### src/rtl/exe_mem_stage.sv
`default_nettype none
// ============================================================================
// Module      : exe_mem_stage
// Description : EXE/MEM pipeline boundary of the Strontium 5-stage MIPS core.
//               Registers the EXE-stage results toward writeback. Runs
//               single-word load/store transactions on a req/ack data-memory
//               port, and stalls the upstream stages while one is pending.
//               Misaligned word accesses and ack timeouts are aborted and
//               reported with one-cycle error pulses.
// Ports       : clk, reset (async, active-low), ena (capture enable)
//               exe_*        : EXE-stage instruction fields and ALU result
//               dmem_*       : data-memory req/ack port
//               mem_stall    : freeze upstream while an access is pending
//               mem_GPR_*    : writeback enable/address/data
//               mem_pc_out   : PC of the instruction in MEM
//               mem_addr_err : misaligned access pulse
//               mem_bus_err  : ack timeout pulse
// Revision    : 1.0 - initial release
// ============================================================================
module exe_mem_stage #(
    parameter int MAX_WAIT    = 255,  // ack timeout in cycles (1..65535)
    parameter bit ALIGN_CHECK = 1'b1  // reject word accesses with addr[1:0] != 0
) (
    input  logic        clk,
    input  logic        reset,
    input  logic        ena,
    input  logic [31:0] exe_alu_result_in,
    input  logic [31:0] exe_mem_fetch_addr_in,
    input  logic [31:0] exe_GPR_rt_in,
    input  logic [31:0] exe_pc_in,
    input  logic        exe_GPR_we_in,
    input  logic [4:0]  exe_GPR_waddr_in,
    input  logic [1:0]  exe_GPR_wdata_select_in,
    input  logic [1:0]  exe_mem_op_in,
    output logic        dmem_req,
    output logic        dmem_we,
    output logic [31:0] dmem_addr,
    output logic [31:0] dmem_wdata,
    input  logic        dmem_ack,
    input  logic [31:0] dmem_rdata,
    output logic        mem_stall,
    output logic        mem_GPR_we,
    output logic [4:0]  mem_GPR_waddr,
    output logic [31:0] mem_GPR_wdata,
    output logic [31:0] mem_pc_out,
    output logic        mem_addr_err,
    output logic        mem_bus_err
);

    localparam logic [1:0]  c_OP_LW     = 2'b01;
    localparam logic [1:0]  c_OP_SW     = 2'b10;
    localparam logic [1:0]  c_SEL_LOAD  = 2'b01;
    localparam logic [1:0]  c_SEL_PC8   = 2'b10;
    localparam logic [15:0] c_LAST_WAIT = 16'(MAX_WAIT - 1);

    typedef enum logic [0:0] {
        S_IDLE   = 1'b0,
        S_ACCESS = 1'b1
    } state_t;

    state_t      r_state;
    logic [15:0] r_wait_cnt;

    // Writeback information held while the memory access is in flight.
    logic        r_cap_we;
    logic        r_cap_sel_load;
    logic [31:0] r_cap_wdata;

    logic        r_dmem_req;
    logic        r_dmem_we;
    logic [31:0] r_dmem_addr;
    logic [31:0] r_dmem_wdata;
    logic        r_gpr_we;
    logic [4:0]  r_gpr_waddr;
    logic [31:0] r_gpr_wdata;
    logic [31:0] r_pc;
    logic        r_addr_err;
    logic        r_bus_err;

    logic        w_is_mem;
    logic        w_misaligned;
    logic [31:0] w_pc_plus8;
    logic [31:0] w_sel_wdata;
    logic        w_timeout;

    assign w_is_mem     = (exe_mem_op_in == c_OP_LW) || (exe_mem_op_in == c_OP_SW);
    assign w_misaligned = ALIGN_CHECK && (exe_mem_fetch_addr_in[1:0] != 2'b00);
    assign w_pc_plus8   = exe_pc_in + 32'd8;
    // Select 01 without a memory op falls back to the ALU result.
    assign w_sel_wdata  = (exe_GPR_wdata_select_in == c_SEL_PC8) ? w_pc_plus8
                                                                  : exe_alu_result_in;
    assign w_timeout    = (r_wait_cnt == c_LAST_WAIT);

    // Combinational so upstream can advance in the ack cycle itself.
    assign mem_stall = (r_state == S_ACCESS) && !dmem_ack;

    always_ff @(posedge clk or negedge reset) begin
        if (!reset) begin
            r_state        <= S_IDLE;
            r_wait_cnt     <= 16'd0;
            r_cap_we       <= 1'b0;
            r_cap_sel_load <= 1'b0;
            r_cap_wdata    <= 32'd0;
            r_dmem_req     <= 1'b0;
            r_dmem_we      <= 1'b0;
            r_dmem_addr    <= 32'd0;
            r_dmem_wdata   <= 32'd0;
            r_gpr_we       <= 1'b0;
            r_gpr_waddr    <= 5'd0;
            r_gpr_wdata    <= 32'd0;
            r_pc           <= 32'd0;
            r_addr_err     <= 1'b0;
            r_bus_err      <= 1'b0;
        end else begin
            r_addr_err <= 1'b0;
            r_bus_err  <= 1'b0;
            case (r_state)
                S_IDLE: begin
                    if (ena) begin
                        r_pc        <= exe_pc_in;
                        r_gpr_waddr <= exe_GPR_waddr_in;
                        if (!w_is_mem) begin
                            r_gpr_we    <= exe_GPR_we_in;
                            r_gpr_wdata <= w_sel_wdata;
                        end else if (w_misaligned) begin
                            r_gpr_we   <= 1'b0;
                            r_addr_err <= 1'b1;
                        end else begin
                            r_state        <= S_ACCESS;
                            r_wait_cnt     <= 16'd0;
                            r_dmem_req     <= 1'b1;
                            r_dmem_we      <= (exe_mem_op_in == c_OP_SW);
                            r_dmem_addr    <= {exe_mem_fetch_addr_in[31:2], 2'b00};
                            r_dmem_wdata   <= exe_GPR_rt_in;
                            r_gpr_we       <= 1'b0;
                            // A store never writes back.
                            r_cap_we       <= exe_GPR_we_in && (exe_mem_op_in == c_OP_LW);
                            r_cap_sel_load <= (exe_GPR_wdata_select_in == c_SEL_LOAD);
                            r_cap_wdata    <= w_sel_wdata;
                        end
                    end
                end
                S_ACCESS: begin
                    if (dmem_ack) begin
                        r_state     <= S_IDLE;
                        r_wait_cnt  <= 16'd0;
                        r_dmem_req  <= 1'b0;
                        r_gpr_we    <= r_cap_we;
                        r_gpr_wdata <= r_cap_sel_load ? dmem_rdata : r_cap_wdata;
                    end else if (w_timeout) begin
                        r_state    <= S_IDLE;
                        r_wait_cnt <= 16'd0;
                        r_dmem_req <= 1'b0;
                        r_gpr_we   <= 1'b0;
                        r_bus_err  <= 1'b1;
                    end else begin
                        r_wait_cnt <= r_wait_cnt + 16'd1;
                    end
                end
                default: r_state <= S_IDLE;
            endcase
        end
    end

    assign dmem_req      = r_dmem_req;
    assign dmem_we       = r_dmem_we;
    assign dmem_addr     = r_dmem_addr;
    assign dmem_wdata    = r_dmem_wdata;
    assign mem_GPR_we    = r_gpr_we;
    assign mem_GPR_waddr = r_gpr_waddr;
    assign mem_GPR_wdata = r_gpr_wdata;
    assign mem_pc_out    = r_pc;
    assign mem_addr_err  = r_addr_err;
    assign mem_bus_err   = r_bus_err;

endmodule
`default_nettype wire

### config.mk
export PLATFORM = sky130hd
export DESIGN_NAME = exe_mem_stage
export DESIGN_NICKNAME = d
export VERILOG_FILES = /design/src/rtl/exe_mem_stage.sv
export SDC_FILE = /design/constraint.sdc
export NUM_CORES = 1
export LEC_CHECK = 0
export CAP_MARGIN = 0
export CELL_PAD_IN_SITES_DETAIL_PLACEMENT = 1
export CELL_PAD_IN_SITES_GLOBAL_PLACEMENT = 1
export CORE_ASPECT_RATIO = 0.5
export CORE_UTILIZATION = 36
export DETAILED_ROUTE_END_ITERATION = 8
export PLACE_DENSITY = 0.89
export SKIP_CTS_REPAIR_TIMING = 1
export SYNTH_ARGS = -nofsm -noshare
export SYNTH_HDL_FRONTEND = slang
export SYNTH_SLANG_ARGS = --single-unit
### constraint.sdc
create_clock -name clk -period 3.7 [get_ports clk]
set_clock_uncertainty 0.05 [all_clocks]
set_input_delay 1.11 -clock clk [delete_from_list [all_inputs] [get_ports clk]]
set_output_delay 1.11 -clock clk [all_outputs]
set_load 0.05 [all_outputs]
; Yosys cells after proc, flatten, opt, wreduce, memory -nomap -nowiden
; Index checks and enable logic that the tools add are counted.
[word_totals]
register_bits = 187
latchBits = 0
ramBits = 0
romBits = 0
in_bits = 174
out_inout_bits = 139
memories = 0
[op_classes]
n_addsub = 2
mul = 0
n_div = 0
magnitude_cmp = 0
n_eq_ne = 11
shifts = 0
mux = 35
n_bitwise = 2
reduce_logical = 11
[op_table]
columns = cell, count
row1 = two-way mux 32 bit, 5
row2 = two-way mux 16 bit, 5
row3 = one-hot mux 32 bit (2 select lines), 1
row4 = "adder 32 x 4 -> 32 bit, second input constant", 1
row5 = one-hot mux 16 bit (2 select lines), 1
row6 = two-way mux 1 bit, 20
row7 = "adder 16 x 1 -> 16 bit, second input constant", 1
row8 = "equality test 16 x 8 -> 1 bit, second input constant", 1
row9 = "inequality test 2 bit, second input constant", 5
row10 = AND reduction 4 bit, 2
row11 = one-hot mux 1 bit (2 select lines), 3
row12 = AND reduction 3 bit, 2
row13 = "equality test 2 x 1 -> 1 bit, second input constant", 2
row14 = "equality test 2 bit, second input constant", 2
row15 = AND reduction 2 bit, 2
row16 = "inequality test 3 x 2 -> 1 bit, second input constant", 1
row17 = logical AND 1 bit, 2
row18 = inverter 1 bit, 2
row19 = nonzero test 2 bit, 1
row20 = logical NOT 1 bit, 1
row21 = logical OR 1 bit, 1

; Longest topological paths before layout
; Gate-level depths: netlist of the first run.
[logic_depth]
depth_word = 5
ltp_mapped = 9

; Worst setup path after synthesis of the first run
; No wires, ideal clock.
[synth_timing]
path_type = in2reg
start = input exe_mem_op_in[0]
end = register r_wait_cnt[10]
t_arrival_ns = 2.638
required_time_ns = 3.511
setup_slack_ns = 0.873
cell_stages = 7
path_buffers = 0
cell_sequence = inv_1 -> ha_1 -> or4b_2 -> a21oi_1 -> nand4_1 -> xor2_1 -> nor2_1
[synth_between]
elab_chain_cells = 4
[synth_rtl]
columns = element, line
row1 = start: declaration, 34  ; input logic [1:0] exe_mem_op_in,
row2 = equality test 2 x 1 -> 1 bit or equality test 2 bit (tied branches), 86  ; assign w_is_mem = (exe_mem_op_in == c_OP_LW) || (exe_mem_op_in == c_OP_SW);
row3 = logical OR 1 bit *, 86
row4 = inequality test 2 bit (no source line) *, n/a
row5 = AND reduction 3 bit (no source line) *, n/a
row6 = end signal: assignment, 157  ; r_wait_cnt <= r_wait_cnt + 16'd1;
row7 = end: declaration, 62  ; logic [15:0] r_wait_cnt;
; Mark *: on every way between the ends. The rest lies on a longest branch, timed or not.
; A chain may end at the register's enable or synchronous reset.

; Final worst setup path of the first run
[layout_timing]
start = input dmem_ack
end = output mem_stall
[layout_between]
elab_chain_cells = 2
[layout_rtl]
columns = element, line
row1 = start: declaration, 39  ; input logic dmem_ack,
row2 = logical NOT 1 bit, 95  ; assign mem_stall = (r_state == S_ACCESS) && !dmem_ack;
row3 = logical AND 1 bit, 95
row4 = end: declaration, 41  ; output logic mem_stall,
; No other way between the ends.

==> results of run 1 <==
per-stage QoR:
stage	power, µW	utilization (%)	hold slack, ps	area [µm²]
after floorplan	4360	-	382	9010
after global placement	5460	52.2	398	12700
after detailed placement	5580	52.2	415	12700
after CTS	7540	54.6	432	13300
after global routing	7780	54.6	456	13300
final	7500	54.6	428	13300
cell families (layout without fill, tap and decap cells):
family                   after synthesis  count (layout)
AND/OR/NAND/NOR                      563             563
flip-flops                           187             187
AO/OA/AOI/OAI                        126             126
buffers and inverters                 72             390
multiplexers                          43              43
XOR/XNOR                              30              30
adder cells (fa/ha/maj)                5               5
other                                  1               3
tightest hold or removal path: stages (launching register included):
cell	delay, ps
dfrtp_1	350
nand2_1	50
nand2_1	50
power breakdown:
part,switching [µW],internal [µW],leakage (µW)
logic,1860,983,0.00333
clock network,857,1070,0.000289
registers,285,2450,0.00235
flip-flops by register name, indices dropped and copies added, names as in the netlist, 5 cells and up:
register	cells
dmem_addr	30
mem_GPR_wdata	32
mem_GPR_waddr	5
mem_pc_out	32
dmem_wdata	32
r_cap_wdata	32
r_wait_cnt	16
layout make-up:
| class | instances | area [µm²] |
|---|---|---|
| fillers | 2774 | 11000 |
| flip-flops and latches | 187 | 4680 |
| multi-input cells | 769 | 4050 |
| repair buffers | 348 | 3460 |
| clock buffers | 22 | 484 |
| well taps | 336 | 420 |
| clock inverters | 9 | 111 |
| inverters | 11 | 41.3 |
| diodes | 1 | 2.50 |
layout by cell type (no fill, tap or decap), types with 10 or more instances in the layout:
master | synthesis | final
nand4_1 | 11 | 11
mux2i_1 | 31 | 31
o31ai_1 | 10 | 10
o21ai_0 | 48 | 48
and3_1 | 12 | 12
a21oi_1 | 22 | 22
clkdlybuf4s50_1 | 0 | 308
xnor2_1 | 12 | 12
clkbuf_16 | 0 | 17
nor2_1 | 46 | 46
nand2_1 | 412 | 411
buf_4 | 2 | 33
nand3_1 | 17 | 17
xor2_1 | 18 | 18
dfrtp_1 | 187 | 186
nor3_1 | 22 | 22
inv_1 | 10 | 10
mux2_2 | 11 | 11
layer usage:
layer / track usage, % / vias to the layer above / part of all wire (%)
met5: 0 / - / 0
met4: 15.8 / 0 / 4.9
met3: 5.92 / 114 / 5.1
met2: 51.0 / 303 / 52
met1: 32.2 / 4534 / 38
li1: - / 4031 / -
worst paths after layout:
path | startpoint | end | slack, ps | cells past startpoint
hold / removal | dmem_addr[21]$_DFFE_PN0P_ | dmem_addr[21]$_DFFE_PN0P_ | 430 | 2
max in group asynchronous | reset | r_cap_wdata[24]$_DFFE_PN0P_ | 2190 | 2
hold reg to reg | dmem_addr[21]$_DFFE_PN0P_ | dmem_addr[21]$_DFFE_PN0P_ | 430 | 2
setup reg to reg | r_state$_DFF_PN0_ | mem_pc_out[5]$_DFFE_PN0P_ | 1300 | 6
min in group asynchronous | reset | dmem_wdata[26]$_DFFE_PN0P_ | 660 | 1
setup / recovery | dmem_ack | mem_stall | 430 | 4
==> reports/metrics.yaml, run 1 <==
synth_edf_count: 0
worst-setup-path-type: "in2out"
grt_first_pass_wirelength_um: 55700
std_cell_rows: 40
synth-main-ff-cell: "dfrtp_1"
cp_top_family: "buffers and inverters"
netlist.area_leader.share_pct: 52.0
critPathBufInv: 3
netlist_area_um2: 9010
area_growth_pct: 47.2
cts_buffers: 17
hold_path_class: "reg2reg"
h-tree-depth: 4
p_leak_uw: 0.00597
start_kind: "input pin"
worstMarginPinSlew_ps: 736
numClockSinks: 187
drv_cap: 0
initial_core_util_pct: 37.1
grt.total_usage_pct: 28.6
grt_pass1_vias: 9889
vias: 8982
cts_tree: "built"
synthAdderAreaFrac_pct: 0.695
cp_data_required_time_ps: 2540
drive_above_1_share_pct: 7.36
timing.fmax_mhz: 306
port_buffers: 310
drt_iter0_drc: 566
post_synth_num_cell_types: 56
nNetsFinal: 1513
dieArea_um2: 25700
die_h_um: 114
wl_um: 35600
ys_seq_area_share_pct: 52.0
io-pin-count: 313
cts_buffer_depth: 2
gp_congestion: 0.875
yosys.area_share.xor_xnor_pct: 2.92
drt_first_pass_iters: 5
placed_cells: 1651
clkSlewWorstSetupHoldPaths_ps: 70
synth_mux_area_share_pct: 4.95
hold_viol_final: 0
final_cells: 1683
gr-total-overflow: 0
via_per_inst: 5.34
synth.largest_area_cell: "dfrtp_1"
finalWorstSetupSlack_ps: 429
synth-simple-area-share_pct: 27.3
yosys_warnings: 0
die_x_um: 226
insertion_delay_ps: 450
detail-route-antenna-nets: 0
period_needed_ps: 3270
end_kind: "primary output"
finalSetupTns_ps: 0
cellPowerDensity_nw_per_um2: 566
ys_ff_latch: 187
yosys-top-cells-count: "nand2_1, dfrtp_1, o21ai_0"
synth_top_family_by_area: "simple AND/OR/NAND/NOR gates"
postSynthCellCount: 1027
antenna_found_initial: 1
rsz0062_at_grt: "no"
setup_viol: 0
drv_slew: 0
netlist_top_cells_area: "dfrtp_1, nand2_1, mux2i_1, o21ai_0, nor2_1"
wl_per_cell_um: 21.1
critPathMaxStageDelay_ps: 520
maxSlewHeadroom_pct: 50.9
ir_worst_vdd_mv: 0.273
status: "finished, final reports clean"
post-dp-hpwl_um: 25800
ctsRootBufferMaster: "clkbuf_16"
drc: 0
core_area_um2: 24300
post-place-ws_ps: 154
worstPathArrival_ps: 2110
crit_path_cell_trace: "clkdlybuf4s50_1 -> nand2b_1 -> inv_1 -> buf_12"
async_flop_share_pct: 100
post-route-period-util_pct: 88.4
syn_avg_cell_area_um2: 8.77
cp_slowest_cell: "clkdlybuf4s50_1"
yosysMostFrequentCell: "nand2_1"
grt_max_degree: 80
synth_compound_gate_area_share_pct: 8.88
path_max_fanout: 3
No activity file was read; power rests on OpenSTA's default activity.
==> run 2, diff against run 1 <==
PLACE_DENSITY = 0.88   (was 0.89)
==> run 2 against run 1 <==
Net effect: critical path depth stayed put; clock power is 3% lower; sequential share of layout area is 0.23 points higher; setup slack worse by 160 ps.
==> reports/metrics.yaml, run 2 (synthesis gave the netlist of run 1 again) <==
critPathMaxStageDelay_ps: 570  # was 520 ps
worstHoldEndpoint: "r_cap_wdata[0]$_DFFE_PN0P_"  # was dmem_addr[21]$_DFFE_PN0P_
final_common_cell: "nand2_1"  # unchanged
detail-route-antenna-nets: 0  # unchanged
hold_ws_ps: 424  # was 428 ps
drt_iter0_drc: 671  # was 566
cp_slowest_cell: "clkdlybuf4s50_1"  # unchanged
grt_first_pass_wirelength_um: 53400  # was 55700 µm
place_area_um2: 12600  # was 12700 µm²
clock_power_share_pct: 25.3  # was 25.7%
wl_um: 34100  # was 35600 µm
comb_power_share_pct: 37.9  # about the same
insertion_delay_ps: 460  # was 450 ps
grt_pass1_vias: 9677  # was 9889
start_kind: "input pin"  # unchanged
reg2reg_from: "r_state$_DFF_PN0_"  # unchanged
die_x_um: 226  # unchanged
crit_path_cell_trace: "clkdlybuf4s50_1 -> nand2b_1 -> inv_1 -> buf_12"  # unchanged
p_leak_uw: 0.00592  # was 0.00597 µW
power.share.sequential_pct: 36.9  # was 36.4%
hold_viol_final: 0  # unchanged
grt.total_usage_pct: 27.2  # was 28.6%
clkSlewWorstSetupHoldPaths_ps: 70  # about the same
cp_data_required_time_ps: 2540  # about the same
drt_first_pass_iters: 5  # unchanged
area_growth_pct: 46.2  # was 47.2%
cts_tree: "built"  # unchanged
port_buffers: 310  # unchanged
path_max_fanout: 3  # unchanged
worst-setup-path-type: "in2out"  # unchanged
h-tree-depth: 4  # unchanged
status: "finished, final reports clean"  # unchanged
rr_worst_depth: 4  # was 6
grt_max_degree: 99  # was 80
design_area_um2: 13200  # was 13300 µm²
gr-total-overflow: 0  # unchanged
dieArea_um2: 25700  # unchanged
fill_cells: 2775  # was 2774
drv_slew: 0  # unchanged
switching_power_uw: 2980  # was 3000 µW
drc: 0  # unchanged
finalSetupTns_ps: 0  # unchanged
diodes: 0  # was 1
drive_above_1_share_pct: 6.94  # was 7.36%
post-dp-hpwl_um: 25000  # was 25800 µm
gp_congestion: 0.850  # was 0.875
hold_path_class: "reg2reg"  # unchanged
cts_buffer_depth: 2  # unchanged
startpoint: "dmem_ack"  # unchanged
ir_worst_vdd_mv: 0.371  # was 0.273 mV
internal_power_uw: 4420  # was 4500 µW
cts_buffers: 17  # unchanged
worstMarginPinSlew_ps: 834  # was 736 ps
post-route-period-util_pct: 92.7  # was 88.4%
rsz0062_at_grt: "no"  # unchanged
cellPowerDensity_nw_per_um2: 562  # was 566 nW/µm²
via_per_inst: 5.26  # was 5.34
end_kind: "primary output"  # unchanged
nNetsFinal: 1506  # was 1513
die_h_um: 114  # unchanged
wl_per_cell_um: 20.3  # was 21.1 µm
timing.fmax_mhz: 292  # was 306 MHz
initial_core_util_pct: 37.1  # unchanged
antenna_found_initial: 2  # was 1
std_cell_rows: 40  # unchanged
io-pin-count: 313  # unchanged
final_cells: 1676  # was 1683
vias: 8817  # was 8982
swShare_pct: 40.3  # was 40.0%
hp-start: "r_cap_wdata[0]$_DFFE_PN0P_"  # was dmem_addr[21]$_DFFE_PN0P_
period_needed_ps: 3430  # was 3270 ps
min_path_cells: 2  # unchanged
placed_cells: 1644  # was 1651
core_area_um2: 24300  # unchanged
worstReg2RegEnd: "mem_pc_out[12]$_DFFE_PN0P_"  # was mem_pc_out[5]$_DFFE_PN0P_
drv_cap: 0  # unchanged
reg2reg_slack_ps: 1170  # was 1300 ps
ctsRootBufferMaster: "clkbuf_16"  # unchanged
worstPathArrival_ps: 2270  # was 2110 ps
maxSlewHeadroom_pct: 44.4  # was 50.9%
numClockSinks: 187  # unchanged
most-common-layout-cells: "nand2_1, clkdlybuf4s50_1, dfrtp_1"  # unchanged
setup_viol: 0  # unchanged
## run 2: how the worst max path moves through the flow
stage | to | slack (ps) | cells past startpoint
6_report | mem_stall | 270 | 4
5_1_grt | mem_stall | 220 | 4
4_1_cts | mem_stall | 270 | 4
3_5_place_dp | r_wait_cnt[15]$_DFFE_PN0P_ | 150 | 8
3_3_place_gp | r_wait_cnt[7]$_DFFE_PN0P_ | 220 | 8
2_1_floorplan | r_wait_cnt[10]$_DFFE_PN0P_ | 870 | 7
## run 2: area by class of cell
cell class | count | area (µm²) | share of cell area, %
Clock buffer | 18 | 429 | 3.26
Clock inverter | 14 | 149 | 1.13
Inverter | 11 | 41.3 | 0.313
Multi-Input combinational cell | 769 | 4050 | 30.8
Sequential cell | 187 | 4680 | 35.5
Tap cell | 336 | 420 | 3.19
Timing Repair Buffer | 341 | 3400 | 25.8
## run 2: through the flow
stage / total power, µW / utilization, % / worst slack, ps
after detailed placement: 5550 / 51.9 / 152
final: 7400 / 54.3 / 272
after CTS: 7450 / 54.3 / 266
after floorplan: 4360 / - / 873
after global routing: 7690 / 54.3 / 221
after global placement: 5450 / 51.9 / 224
## run 2: power by group through the flow
stage / registers, µW / clock network, µW / logic [µW]
2_1_floorplan: 3750 / 0 / 603
5_1_grt: 2770 / 1970 / 2950
3_5_place_dp: 2760 / 0 / 2790
3_3_place_gp: 2730 / 0 / 2720
6_report: 2730 / 1870 / 2800
4_1_cts: 2730 / 1900 / 2820
## run 2: critical path, delay by kind of cell
kind | cells | cell delay, ps
buf+inv | 3 | 880
simple gates | 1 | 270
## run 2: routing by layer
metal  share of wire (%)  track usage [%]  up-vias
li1                    -                -     4025
met1                  40             31.3     4443
met2                  52             48.8      265
met3                 4.2             5.26       82
met4                 4.0             13.2        2
met5               0.035                0        -
==> run 3, diff against run 2 <==
CORE_UTILIZATION = 33   (was 36)
PLACE_DENSITY = 0.82   (was 0.88)
SLEW_MARGIN = 15   (was default)
clock period = 3.45 ns   (was 3.7 ns; I/O delays follow)
==> run 3 against run 2 <==
Net effect: global-route usage is 2.5 points lower; final cell count is 1.4% higher; sequential cell count stayed put; die area is 9.0% higher; critical path depth stayed put; setup slack worse by 38 ps; register-to-register slack better by 90 ps; cell area is 0.73% higher; combinational power is 7.1% higher; largest cell class unchanged; critical path type unchanged; via count is 1.3% lower; worst hold slack worse by 1.4 ps.
==> reports/metrics.yaml, run 3 (synthesis gave the netlist of run 1 again) <==
status: "finished, final reports clean"  # unchanged
drc: 0  # unchanged
post-place-ws_ps: 16.3  # was 152 ps
cts_buffer_depth: 2  # unchanged
dieArea_um2: 28000  # was 25700 µm²
drive_above_1_share_pct: 7.28  # was 6.94%
reg2reg_slack_ps: 1260  # was 1170 ps
post-dp-hpwl_um: 25500  # was 25000 µm
clkSlewWorstSetupHoldPaths_ps: 70  # about the same
area_growth_pct: 47.3  # was 46.2%
initial_core_util_pct: 33.8  # was 37.1%
gr-total-overflow: 0  # unchanged
cp_data_required_time_ps: 2360  # was 2540 ps
die_h_um: 119  # was 114 µm
drt_first_pass_iters: 4  # was 5
h-tree-depth: 4  # unchanged
rsz0062_at_grt: "no"  # unchanged
wl_um: 33900  # was 34100 µm
worstMarginPinSlew_ps: 788  # was 834 ps
crit_end: "mem_stall"  # unchanged
core_area_um2: 26600  # was 24300 µm²
wl_per_cell_um: 19.9  # was 20.3 µm
path_max_fanout: 3  # unchanged
period_needed_ps: 3220
end_kind: "primary output"  # unchanged
finalSetupTns_ps: 0  # unchanged
reg2reg_from: "r_state$_DFF_PN0_"  # unchanged
drv_cap: 0  # unchanged
grt_max_degree: 100  # was 99
most-common-layout-cells: "nand2_1, clkdlybuf4s50_1, dfrtp_1"  # unchanged
start_kind: "input pin"  # unchanged
numClockSinks: 187  # unchanged
ir_worst_vdd_mv: 0.367  # was 0.371 mV
p_leak_uw: 0.00597  # was 0.00592 µW
final_common_cell: "nand2_1"  # unchanged
std_cell_rows: 42  # was 40
detail-route-antenna-nets: 0  # unchanged
grt_first_pass_wirelength_um: 53700  # was 53400 µm
cts_tree: "built"  # unchanged
nNetsFinal: 1514  # was 1506
port_buffers: 310  # unchanged
vias: 8699  # was 8817
hold_ws_ps: 423  # was 424 ps
worstPathArrival_ps: 2130  # was 2270 ps
startpoint: "dmem_ack"  # unchanged
timing.fmax_mhz: 311
gp_congestion: 0.882  # was 0.850
ctsRootBufferMaster: "clkbuf_16"  # unchanged
cellPowerDensity_nw_per_um2: 598  # was 562 nW/µm²
grt.total_usage_pct: 24.7  # was 27.2%
hold_viol_final: 0  # unchanged
antenna_found_initial: 1  # was 2
via_per_inst: 5.12  # was 5.26
worst-setup-path-type: "in2out"  # unchanged
worstReg2RegEnd: "r_wait_cnt[7]$_DFFE_PN0P_"  # was mem_pc_out[12]$_DFFE_PN0P_
hp-start: "mem_pc_out[17]$_DFFE_PN0P_"  # was r_cap_wdata[0]$_DFFE_PN0P_
fin_util_pct: 49.8  # was 54.3%
cts_buffers: 17  # unchanged
io-pin-count: 313  # unchanged
maxSlewHeadroom_pct: 47.5  # was 44.4%
grt_pass1_vias: 9668  # was 9677
drv_slew: 0  # unchanged
insertion_delay_ps: 450  # was 460 ps
die_x_um: 236  # was 226 µm
rr_worst_depth: 5  # was 4
setup_viol: 0  # unchanged
hold_path_class: "reg2reg"  # unchanged
drt_iter0_drc: 512  # was 671
finalWorstSetupSlack_ps: 233  # was 272 ps
post-route-period-util_pct: 93.2
## run 3: cell types whose count changed in the layout (fill, tap and decap cells not counted)
| cell | delta |
|---|---|
| clkinv_4 | -1 |
| buf_4 | +7 |
| clkinvlp_4 | -2 |
| clkbuf_1 | +2 |
| clkinv_2 | -2 |
| buf_12 | +1 |
| clkbuf_8 | +2 |
| diode_2 | +1 |
## run 3: area by class of cell
type,instances,area (µm²)
diodes,1,2.50
clock buffers,22,464
clock inverters,9,115
fillers,3044,13400
inverters,11,41.3
multi-input cells,769,4050
flip-flops and latches,187,4680
well taps,352,440
repair buffers,349,3470
## run 3: how the worst min path moves through the flow
| stage | endpoint | slack [ps] | cells after the start |
|---|---|---|---|
| after global placement | r_cap_we$_DFFE_PN0P_ | 400 | 2 |
| after global routing | mem_pc_out[24]$_DFFE_PN0P_ | 450 | 2 |
| after CTS | mem_pc_out[24]$_DFFE_PN0P_ | 430 | 2 |
| after floorplan | r_cap_we$_DFFE_PN0P_ | 380 | 2 |
| final | mem_pc_out[17]$_DFFE_PN0P_ | 420 | 2 |
| after detailed placement | mem_pc_out[24]$_DFFE_PN0P_ | 410 | 2 |
## run 3: critical path, cell delays in order
cell,delay [ps]
clkdlybuf4s50_1,510
nand2b_1,260
inv_1,170
buf_12,150
## run 3: per-layer routing
metal  vias to the layer above  part of all wire, %  GRT usage (%)
li1                       4035                    -              -
met1                      4389                   40           28.7
met2                       211                   52           44.4
met3                        64                  4.6           5.73
met4                         0                  3.4           9.44
met5                         -                    0              0
## run 3: where the power goes
group	leakage (µW)	switching (µW)	internal, µW
registers	0.00235	303	2620
clock network	0.000277	896	1110
logic	0.00334	1950	1060
total	0.00597	3140	4790
## run 3: stage by stage
step,power (µW),area [µm²],std cells
final,7930,13300,1700
after detailed placement,5970,12700,1668
after floorplan,4670,9010,1028
after CTS,8010,13300,1699
after global routing,8270,13300,1700
after global placement,5860,12700,1668
